File: src/rtl/rtype_sequencer.sv
// rtype_sequencer: multi-cycle issue sequencer for MIPS R-type words.
// Accepts one instruction in IDLE, then walks DECODE, READ, EXEC and WB.
// Illegal words are rejected in DECODE with a one-cycle pulse.
// Ports:
//   clk, rst        clock, synchronous active-high reset
//   instr_valid     an instruction is offered on instr
//   instr[31:0]     opcode|rs|rt|rd|shamt|funct
//   instr_ready     sequencer accepts this cycle (IDLE only)
//   rf_ra, rf_rb    register-file read addresses
//   rf_re           register-file read strobe (READ)
//   alu_op, shamt_o ALU select and shift amount (EXEC)
//   rf_wa, rf_we    write-back address and strobe (WB)
//   busy            state is not IDLE
//   illegal         one-cycle rejection pulse (DECODE)
//   retired         count of instructions that completed WB, wraps
// Options: define RTYPE_SHIFT_EN to accept sll/srl; otherwise they are illegal.
module rtype_sequencer #(
    parameter int RETIRE_W = 16
) (
    input  logic                clk,
    input  logic                rst,
    input  logic                instr_valid,
    input  logic [31:0]         instr,
    output logic                instr_ready,
    output logic [4:0]          rf_ra,
    output logic [4:0]          rf_rb,
    output logic                rf_re,
    output logic [2:0]          alu_op,
    output logic [4:0]          shamt_o,
    output logic [4:0]          rf_wa,
    output logic                rf_we,
    output logic                busy,
    output logic                illegal,
    output logic [RETIRE_W-1:0] retired
);

    typedef enum logic [2:0] {
        IDLE   = 3'd0,
        DECODE = 3'd1,
        READ   = 3'd2,
        EXEC   = 3'd3,
        WB     = 3'd4
    } state_t;

    state_t              state_q, state_d;
    logic [31:0]         instr_q, instr_d;
    logic [RETIRE_W-1:0] retired_q, retired_d;

    logic [5:0] opcode, funct;
    logic [4:0] rs, rt, rd, shamt;

    assign opcode = instr_q[31:26];
    assign rs     = instr_q[25:21];
    assign rt     = instr_q[20:16];
    assign rd     = instr_q[15:11];
    assign shamt  = instr_q[10:6];
    assign funct  = instr_q[5:0];

    // Decode depends only on opcode and funct, so unknown rs/rd/shamt
    // bits in the latched word cannot disturb legality or the op select.
    logic       legal;
    logic       is_shift;
    logic [2:0] dec_op;

    always_comb begin
        legal    = 1'b0;
        is_shift = 1'b0;
        dec_op   = 3'd0;
        if (opcode == 6'd0) begin
            case (funct)
                6'b100000: begin legal = 1'b1; dec_op = 3'd0; end
                6'b100010: begin legal = 1'b1; dec_op = 3'd1; end
                6'b100100: begin legal = 1'b1; dec_op = 3'd2; end
                6'b100101: begin legal = 1'b1; dec_op = 3'd3; end
                6'b101010: begin legal = 1'b1; dec_op = 3'd4; end
`ifdef RTYPE_SHIFT_EN
                6'b000000: begin
                    legal    = 1'b1;
                    is_shift = 1'b1;
                    dec_op   = 3'd5;
                end
                6'b000010: begin
                    legal    = 1'b1;
                    is_shift = 1'b1;
                    dec_op   = 3'd6;
                end
`endif
                default: legal = 1'b0;
            endcase
        end
    end

    always_ff @(posedge clk) begin
        if (rst) begin
            state_q   <= IDLE;
            instr_q   <= 32'd0;
            retired_q <= '0;
        end else begin
            state_q   <= state_d;
            instr_q   <= instr_d;
            retired_q <= retired_d;
        end
    end

    // Outputs are held at zero while rst is high so a reset landing in
    // WB cannot leak a write strobe in that same cycle.
    always_comb begin
        state_d     = state_q;
        instr_d     = instr_q;
        retired_d   = retired_q;
        instr_ready = 1'b0;
        rf_ra       = 5'd0;
        rf_rb       = 5'd0;
        rf_re       = 1'b0;
        alu_op      = 3'd0;
        shamt_o     = 5'd0;
        rf_wa       = 5'd0;
        rf_we       = 1'b0;
        illegal     = 1'b0;
        if (!rst) begin
            case (state_q)
                IDLE: begin
                    instr_ready = 1'b1;
                    if (instr_valid) begin
                        instr_d = instr;
                        state_d = DECODE;
                    end
                end
                DECODE: begin
                    if (legal) begin
                        state_d = READ;
                    end else begin
                        illegal = 1'b1;
                        state_d = IDLE;
                    end
                end
                READ: begin
                    rf_re   = 1'b1;
                    rf_ra   = is_shift ? rt : rs;
                    rf_rb   = is_shift ? 5'd0 : rt;
                    state_d = EXEC;
                end
                EXEC: begin
                    alu_op  = dec_op;
                    shamt_o = is_shift ? shamt : 5'd0;
                    state_d = WB;
                end
                WB: begin
                    rf_wa     = rd;
                    rf_we     = (rd != 5'd0);
                    retired_d = retired_q + RETIRE_W'(1);
                    state_d   = IDLE;
                end
                default: state_d = IDLE;
            endcase
        end
    end

    assign busy    = (state_q != IDLE);
    assign retired = retired_q;

endmodule

File: config.mk
export PLATFORM = sky130hd
export DESIGN_NAME = rtype_sequencer
export DESIGN_NICKNAME = d
export VERILOG_FILES = /design/src/rtl/rtype_sequencer.sv
export SDC_FILE = /design/constraint.sdc
export NUM_CORES = 1
export LEC_CHECK = 0
export ABC_AREA = 1
export CAP_MARGIN = 20
export CELL_PAD_IN_SITES_DETAIL_PLACEMENT = 1
export CELL_PAD_IN_SITES_GLOBAL_PLACEMENT = 2
export CORE_UTILIZATION = 25
export CTS_CLUSTER_SIZE = 20
export DETAILED_ROUTE_END_ITERATION = 10
export GPL_TIMING_DRIVEN = 0
export MAX_ROUTING_LAYER = met4
export PLACE_DENSITY_LB_ADDON = 0.08
export SETUP_SLACK_MARGIN = 0.1
export SLEW_MARGIN = 5
export SYNTH_ARGS = -nofsm -noshare
export SYNTH_HDL_FRONTEND = slang
export SYNTH_SLANG_ARGS = --single-unit
File: constraint.sdc
create_clock -name clk -period 2.05 [get_ports clk]
set_input_delay 0.205 -clock clk [delete_from_list [all_inputs] [get_ports clk]]
set_output_delay 0.205 -clock clk [all_outputs]
set_load 0.01 [all_outputs]
==> metrics.cfg <==
[final_layout]
fin_cells = 482
area_growth_pct = 46.1
nNetsFinal = 412
fillers = 1024
antenna_cells = 0
drive_above_1_share_pct = 10.9
layout.area.seq_um2 = 925
multiInputGateArea_um2 = 957

[timing]
drv_slew = 0
fmax_mhz = 539
fin_hold_ws_ns = 0.244
rsz0062_at_grt = true
finalSetupTns_ns = 0
period_needed_ns = 1.86
setup_violations = 0
timing.final.crit_share_pct = 90.5
hold_viol_final = 0
final.setup_skew_ns = 0.0124

[route]
drt_iter0_drc = 59
drt_wl_total_um = 5990
route.detailed.drc = 0
drt.antenna.violating_nets = 0
drt-pass1-iter-count = 4
vias = 2096
wl_per_cell_um = 12.4
vias_per_cell = 4.35

[global_routing]
grt_pass1_vias = 2083
use_met3_pct = 2.75
grt_use_met2_pct = 22.7
overflow = 0
grt_use_met1_pct = 20.1
grt_util_all_layers_pct = 15.0
grt_max_degree = 15
grt_pass1_wl_um = 9970
grt-busiest-layer = met2
antenna_found_initial = 0

[floorplan]
io-pin-count = 79
die_h_um = 93.8
row_count = 33
die_x_um = 93.8
start_util_pct = 25.8
fp.coreArea_um2 = 8180
dieArea_um2 = 8790

[cts]
cts_hold_buf = 0
cts_tree = yes
clock_latency_ns = 0.30
cts_htree_levels = 2
root_buffer = clkbuf_8
cts.sinks = 46
cts_buffer_depth = 2
cts_buffers = 5
cts.reportedPaths.clkPinSlew_ns = 0.09

[synthesis]
yosys-top-cells-area = dfxtp_1 44%, nor2_1 9.3%, a21oi_1 8.3%
netlist_area_um2 = 2110
ys_seq_elements = 46
synth_warnings = 0
synth_ff_type = dfxtp_1
synth_cell_type_count = 26
async_flop_share_pct = 0
synth_top_area_share_pct = 43.7
ys_seq_area_share_pct = 43.7
syn_area_per_cell_um2 = 7.09
netlist_instances = 297
synth_edf_count = 0
yosysTopAreaCell = dfxtp_1

[setup_path]
start_kind = register
crit_required_ns = 1.85
worstPathArrival_ns = 1.65
end_kind = output pin
cp_max_fo = 4
critPathKind = register to output pin

[run_status]
outcome = finished, final reports clean

[placed_design]
portBuffers = 67
place.gp.congestion = 0.757
dp.cells = 473
hpwl_um = 4390

[flow_run]
cap_violations = 0

[power_and_ir_drop]
pwr_density_cell_nw_per_um2 = 669
ir_drop_mv = 0.309
leakage_nw = 1.29
p_total_mw = 2.06

[hold_path]
hold_class = input port to register

## cells in the mapped netlist (2+ instances only)
cell	n
o21ai_0	33
xor2_1	3
clkbuf_1	2
a21oi_1	35
nand2_1	31
nor2_1	52
nor3_1	3
inv_1	44
nand3_1	16
dfxtp_1	46
nor2_4	3
inv_2	2
buf_4	6
buf_2	7
nand4_1	3
## layer usage
metal	part of all wire, %	wire length, µm	vias to the layer above
li1	-	-	1091
met2	43	2550	51
met3	4.7	281	5
met1	52	3090	949
met5	0	0	-
met4	1.1	67	0
## placed cells by master, fill, tap and decap left out, types with 2 or more instances in the layout
cell             count
nor2_1              48
clkdlybuf4s50_1     47
inv_1               44
dfxtp_1             43
a21oi_1             35
o21ai_0             33
nand2_1             30
dlygate4sd2_1       18
nand3_1             16
buf_2                7
buf_4                7
clkbuf_8             6
conb_1               5
nor2_4               4
nor2_2               4
nor3_1               3
xor2_1               3
nand4_1              3
dfxtp_2              3
nand2_2              2
clkbuf_1             2
bufinv_16            2
## cell families (layout without fill, tap and decap cells)
group,after synthesis,after routing,synth area share (%)
fa+ha+maj,1,1,0.594
simple gates,114,114,24.7
xor+xnor,3,3,1.25
buf+inv,61,137,12.4
other cells,1,5,0.178
flops,46,46,43.7
compound gates,71,71,17.2
## registers in the layout, summed over array words and instances, names as in the netlist
| name | count |
|---|---|
| retired | 16 |
| instr_q | 27 |
| state_q | 3 |
## path summary, 6_finish.rpt
path                            start                  endpoint  slack [ns]  depth (start not counted)
min                               rst  retired[11]$_SDFFE_PP0N_        0.24                          2
min reg2reg  instr_q[28]$_SDFFE_PP0P_  instr_q[28]$_SDFFE_PP0P_        0.45                          2
max reg2reg   retired[3]$_SDFFE_PP0N_  retired[15]$_SDFFE_PP0N_        0.63                          5
max           state_q[1]$_SDFFE_PP0P_                     rf_re        0.19                          5
## layout make-up
| type | count | share of cell area (%) |
|---|---|---|
| Buffer | 15 | 2.85 |
| Clock buffer | 6 | 2.68 |
| Clock inverter | 2 | 1.95 |
| Inverter | 46 | 5.69 |
| Multi-Input combinational cell | 194 | 31.1 |
| Sequential cell | 46 | 30.1 |
| Tap cell | 105 | 4.27 |
| Timing Repair Buffer | 68 | 21.4 |
## what timing repair did
item | 4_1_cts | 5_1_grt
pin swaps | 1 | 0
resized for setup | 28 | 3
setup buffers | 1 | 0
endpoints found under the setup margin | 21 | 2
## worst max-delay path, stage by stage, from the launching register on
cell,delay [ns]
dfxtp_2,0.35
inv_1,0.07
nor3_1,0.14
inv_1,0.11
nor2_4,0.13
clkdlybuf4s50_1,0.55
## power breakdown
group | total [mW] | switching (mW) | leakage (nW) | internal, mW
logic | 0.254 | 0.136 | 0.841 | 0.117
clock network | 0.840 | 0.319 | 0.0714 | 0.520
registers | 0.966 | 0.0212 | 0.379 | 0.945
total | 2.06 | 0.477 | 1.29 | 1.58
## through the flow
stage / utilization, % / setup slack (ns) / cell area, µm²
after floorplan: - / 0.664 / 2120
after CTS: 37.6 / 0.136 / 3070
after global routing: 37.6 / 0.0224 / 3080
after detailed placement: 35.8 / 0.121 / 2920
after global placement: 35.8 / 0.0870 / 2920
final: 37.6 / 0.194 / 3080
Power figures use the tool's default switching activity.
==> variant 1 (same settings) <==
Re-encode `state_t` (5 states) as one-hot, 5 bits wide.
--- a/src/rtl/rtype_sequencer.sv
+++ b/src/rtl/rtype_sequencer.sv
@@ -35,10 +35,10 @@
 );
 
-    typedef enum logic [2:0] {
-        IDLE   = 3'd0,
-        DECODE = 3'd1,
-        READ   = 3'd2,
-        EXEC   = 3'd3,
-        WB     = 3'd4
+    typedef enum logic [4:0] {
+        IDLE   = 5'b00001,
+        DECODE = 5'b00010,
+        READ   = 5'b00100,
+        EXEC   = 5'b01000,
+        WB     = 5'b10000
     } state_t;
 
Check against the original RTL: same outputs for any inputs over 10 cycles, from zero or initial values and one cycle with rst high; not proved beyond that.
==> variant 1 against the original RTL <==
- sequential cell count grew 2
- clock skew is 0.0070 ns lower
- sequential power grew 6%
- total power decreased by 3.6%
- wire length increased by 3.8%
- synthesized cell count up 2.0%
- count of clock-buffer cells in the layout grew 2
- critical path depth grew 2
- synthesized area is 7.2% higher
- final area rose by 4.4%
- first-iteration DRC count decreased by 12%
- worst setup slack got worse by 0.018 ns
==> variant 1: results (changes against the original RTL) <==
metric,value,unit,change
met3 global-route usage,2.46,%,was 2.75%
Post-Place Setup Slack,-0.0887,ns,was 0.121 ns
CP max-delay cell,dfxtp_2,,was clkdlybuf4s50_1
met1 usage in global routing,17.3,%,was 20.1%
worst r2r dst,instr_q[14]$_SDFFE_PP0P_,,was retired[15]$_SDFFE_PP0N_
internal power,0.00144,W,was 0.00158 W
Overall Global Routing Usage,13.9,%,was 15.0%
share of cells above drive strength 1,19.4,%,was 10.9%
Worst Hold Path EP,instr_q[2]$_SDFFE_PP0P_,,was retired[11]$_SDFFE_PP0N_
"slowest stage delay, CP",0.36,ns,was 0.55 ns
nets,427,,was 412
met2 Use GR,23.2,%,was 22.7%
Crit Path Max Fanout,10,,was 4
wire length on met2,2920,um,was 2550 um
Power Combinational,0.000370,W,was 0.000254 W
Gate power share,18.6,%,was 12.3%
largest net degree at the start of global routing,14,,was 15
Worst Setup EP,rf_rb[0],,was rf_re
detailed placer's ending HPWL,4730,um,was 4390 um
clock skew,0.00539,ns,was 0.0124 ns
vias per cell,4.48,,was 4.35
reg2reg start,state_q[3]$_SDFFE_PP0P_,,was retired[3]$_SDFFE_PP0N_
vias in the first global route,2229,,was 2083
"Seq/Total Area, Yosys",42.5,%,was 43.7%
P_leak,1.24,nW,was 1.29 nW
outcome,"finished, final reports clean",,unchanged
Tcrit/Tclk final,91.4,%,was 90.5%
critical path's top delay family,simple AND/OR/NAND/NOR gates,,was buffers and inverters
DR WL met3,250,um,was 281 um
crit path DAT,1.67,ns,was 1.65 ns
Adder-Cell Fraction of Synth Area,0.554,%,was 0.594%
register share of total power,51.6,%,was 46.9%
## variant 1: what timing repair did
item / in CTS / in global routing
resized for setup: 36 / 29
setup buffers: 7 / 3
endpoints found under the setup margin: 21 / 19
pin swaps: 4 / 5
## variant 1: per-stage QoR
step	setup TNS [ns]	hold WS (ns)	area (um2)	utilization, %	cells
2_1_floorplan	0	0.362	2270	-	307
3_3_place_gp	-0.349	0.443	3080	35.3	482
3_5_place_dp	-0.539	0.454	3080	35.3	482
4_1_cts	0	0.258	3230	37.1	497
5_1_grt	0	0.258	3210	36.8	500
6_report	0	0.247	3210	36.8	500
## variant 1: final cells by class
cell class              instances  area (um2)  share of cell area (%)
plain buffers                  15         108                    3.35
clock buffers                   8        90.1                    2.80
inverters                      41         165                    5.14
multi-input cells             203        1070                    33.3
flip-flops and latches         48         965                    30.0
well taps                     108         135                    4.21
repair buffers                 77         679                    21.1
==> variant 2 (config.mk and constraints unchanged) <==
Without the edit above. Add a define of `RTYPE_SHIFT_EN`.
--- a/src/rtl/rtype_sequencer.sv
+++ b/src/rtl/rtype_sequencer.sv
@@ -15,4 +15,6 @@
 //   retired         count of instructions that completed WB, wraps
 // Options: define RTYPE_SHIFT_EN to accept sll/srl; otherwise they are illegal.
+`define RTYPE_SHIFT_EN
+
 module rtype_sequencer #(
     parameter int RETIRE_W = 16
Formal check against the unedited RTL: not equivalent (Yosys sat finds a counterexample within 4 cycles, from zero or initial values and one cycle with rst high).
==> variant 2 against the original RTL <==
- first-iteration DRC count down 34%
- clock skew down 0.0046 ns
- total power up 5.8%
- final area up 15%
- wire length up 20%
- synthesized area up 13%
- sequential cell count up 5
- worst setup slack worse by 0.020 ns
==> variant 2: results (changes against the original RTL) <==
metric,value,unit,change
share of cells above drive strength 1,20.7,%,was 10.9%
"Seq/Total Area, Yosys",42.7,%,was 43.7%
DR vias,2495,,was 2096
outcome,"finished, final reports clean",,unchanged
global-route wire length before repair,12000,um,was 9970 um
First-pass DRT Iterations,3,,was 4
Hold Path Class,flop to flop,,was primary input to flop
hold path depth,2,,unchanged
Sw Share,26.8,%,was 23.2%
placed cell count,544,,was 473
synth top area cells,"dfxtp_1 (43%), a21oi_1 (9.6%), o21ai_0 (9.0%)",,"was dfxtp_1 (44%), nor2_1 (9.3%), a21oi_1 (8.3%)"
Buffers on Ports,78,,was 67
critical path's top delay family,buffers and inverters,,unchanged
Crit Path Max Fanout,6,,was 4
Worst VDD drop,0.317,mV,was 0.309 mV
"slowest stage delay, CP",0.35,ns,was 0.55 ns
DR WL/cell,12.8,um,was 12.4 um
synth cell count leaders,"inv_1 (52), dfxtp_1 (51), a21oi_1 (46), o21ai_0 (43), nor2_1 (42)",,"was nor2_1 (52), dfxtp_1 (46), inv_1 (44), a21oi_1 (35), o21ai_0 (33)"
clock-pin slew on the worst setup and hold paths,0.09,ns,about the same
clock skew,0.00776,ns,was 0.0124 ns
Antenna Cells,0,,unchanged
Yosys cell types,28,,was 26
Iteration-0 DRC Markers,39,,was 59
vias in the first global route,2514,,was 2083
yosys warns,0,,unchanged
Largest register FFs,32,,was 27
nets,465,,was 412
wire length on met2,3430,um,was 2550 um
detailed placer's ending HPWL,5310,um,was 4390 um
Syn Area/Cell,7.09,um2,about the same
clock latency at the later pin of the worst-skew pair,0.30,ns,about the same
P_leak,1.44,nW,was 1.29 nW
R2R depth,6,,was 5
Overall Global Routing Usage,15.5,%,was 15.0%
CP max-delay cell,dfxtp_2,,was clkdlybuf4s50_1
gpl congestion,0.811,,was 0.757
placed cell area,3330,um2,was 2920 um2
Met1 Wirelength,3350,um,was 3090 um
DR WL met3,280,um,was 281 um
Slew headroom,65.2,%,
largest net degree at the start of global routing,16,,was 15
non-filler instance count after layout,559,,was 482
fillers,1178,,was 1024
## variant 2: changes by cell type in the layout (fill, tap and decap cells not counted), moves of 4 or more
cell	change
a21oi_1	+10
clkbuf_2	+12
clkdlybuf4s50_1	+5
conb_1	-5
dlygate4sd2_1	-10
inv_1	+4
inv_2	+6
nand3_1	-6
nor2_1	-13
nor3_1	+9
o21ai_0	+4
o21ai_1	+7
## variant 2: cell families (layout without fill, tap and decap cells)
kind of cell,after synthesis,in the layout,share of synthesized area (%)
AOI/OAI and AO/OA,93,93,19.6
xor gates and xnor gates,2,2,0.733
adders and majority gates,1,1,0.523
buffers and inverters,70,163,11.4
DFF,51,51,42.7
and+or+nand+nor,120,120,25.0
## variant 2: power by group through the flow
stage / Clock (W) / Combinational, W / Sequential, W
floorplan: 0 / 0.000179 / 0.00109
global placement: 0 / 0.000314 / 0.00109
detailed placement: 0 / 0.000317 / 0.00109
CTS: 0.000782 / 0.000341 / 0.00108
global route: 0.000817 / 0.000402 / 0.00108
finish: 0.000745 / 0.000357 / 0.00108
## variant 2: layer usage
metal / track usage (%) / vias up
met2: 26.2 / 59
met1: 19.0 / 1149
met4: 4.19 / 0
met5: - / -
met3: 2.72 / 12
li1: - / 1275
## variant 2: tightest hold or removal path, delay by kind of cell (launching register included)
family / cells / cell delay (ns)
DFF: 1 / 0.31
buffers and inverters: 1 / 0.06
AOI/OAI and AO/OA: 1 / 0.05
## variant 2: layout make-up
cell class / count / area share [%]
Buffer: 12 / 1.87
Clock buffer: 6 / 2.33
Clock inverter: 2 / 0.987
Inverter: 58 / 6.35
Multi-Input combinational cell: 216 / 33.7
Sequential cell: 51 / 29.2
Tap cell: 129 / 4.55
Timing Repair Buffer: 85 / 21.1
## variant 2: timing repair
action / 4_1_cts / 5_1_grt
gates cloned: 0 / 0
resized for setup: 77 / 48
hold buffers: 0 / 0
buffers inserted: 3 / 4
endpoints found under the setup margin: 26 / 19
pin swaps: 5 / 9
## variant 2: final timing paths
check	from	end	slack [ns]
min	instr_q[6]$_SDFFE_PP0P_	instr_q[6]$_SDFFE_PP0P_	0.46
max	state_q[1]$_SDFFE_PP0P_	rf_we	0.17
min reg2reg	instr_q[6]$_SDFFE_PP0P_	instr_q[6]$_SDFFE_PP0P_	0.46
max reg2reg	state_q[2]$_SDFFE_PP0P_	instr_q[26]$_SDFFE_PP0P_	0.48
## variant 2: stage by stage
step	util (%)	TNS (ns)	hold WS, ns	setup WS (ns)
after floorplan	-	0	0.283	0.648
after global placement	36.1	-4.93	0.441	-0.322
after detailed placement	36.1	-4.27	0.451	-0.263
after CTS	38.0	0	0.466	0.0628
after global routing	38.4	0	0.480	0.0800
final	38.4	0	0.461	0.175
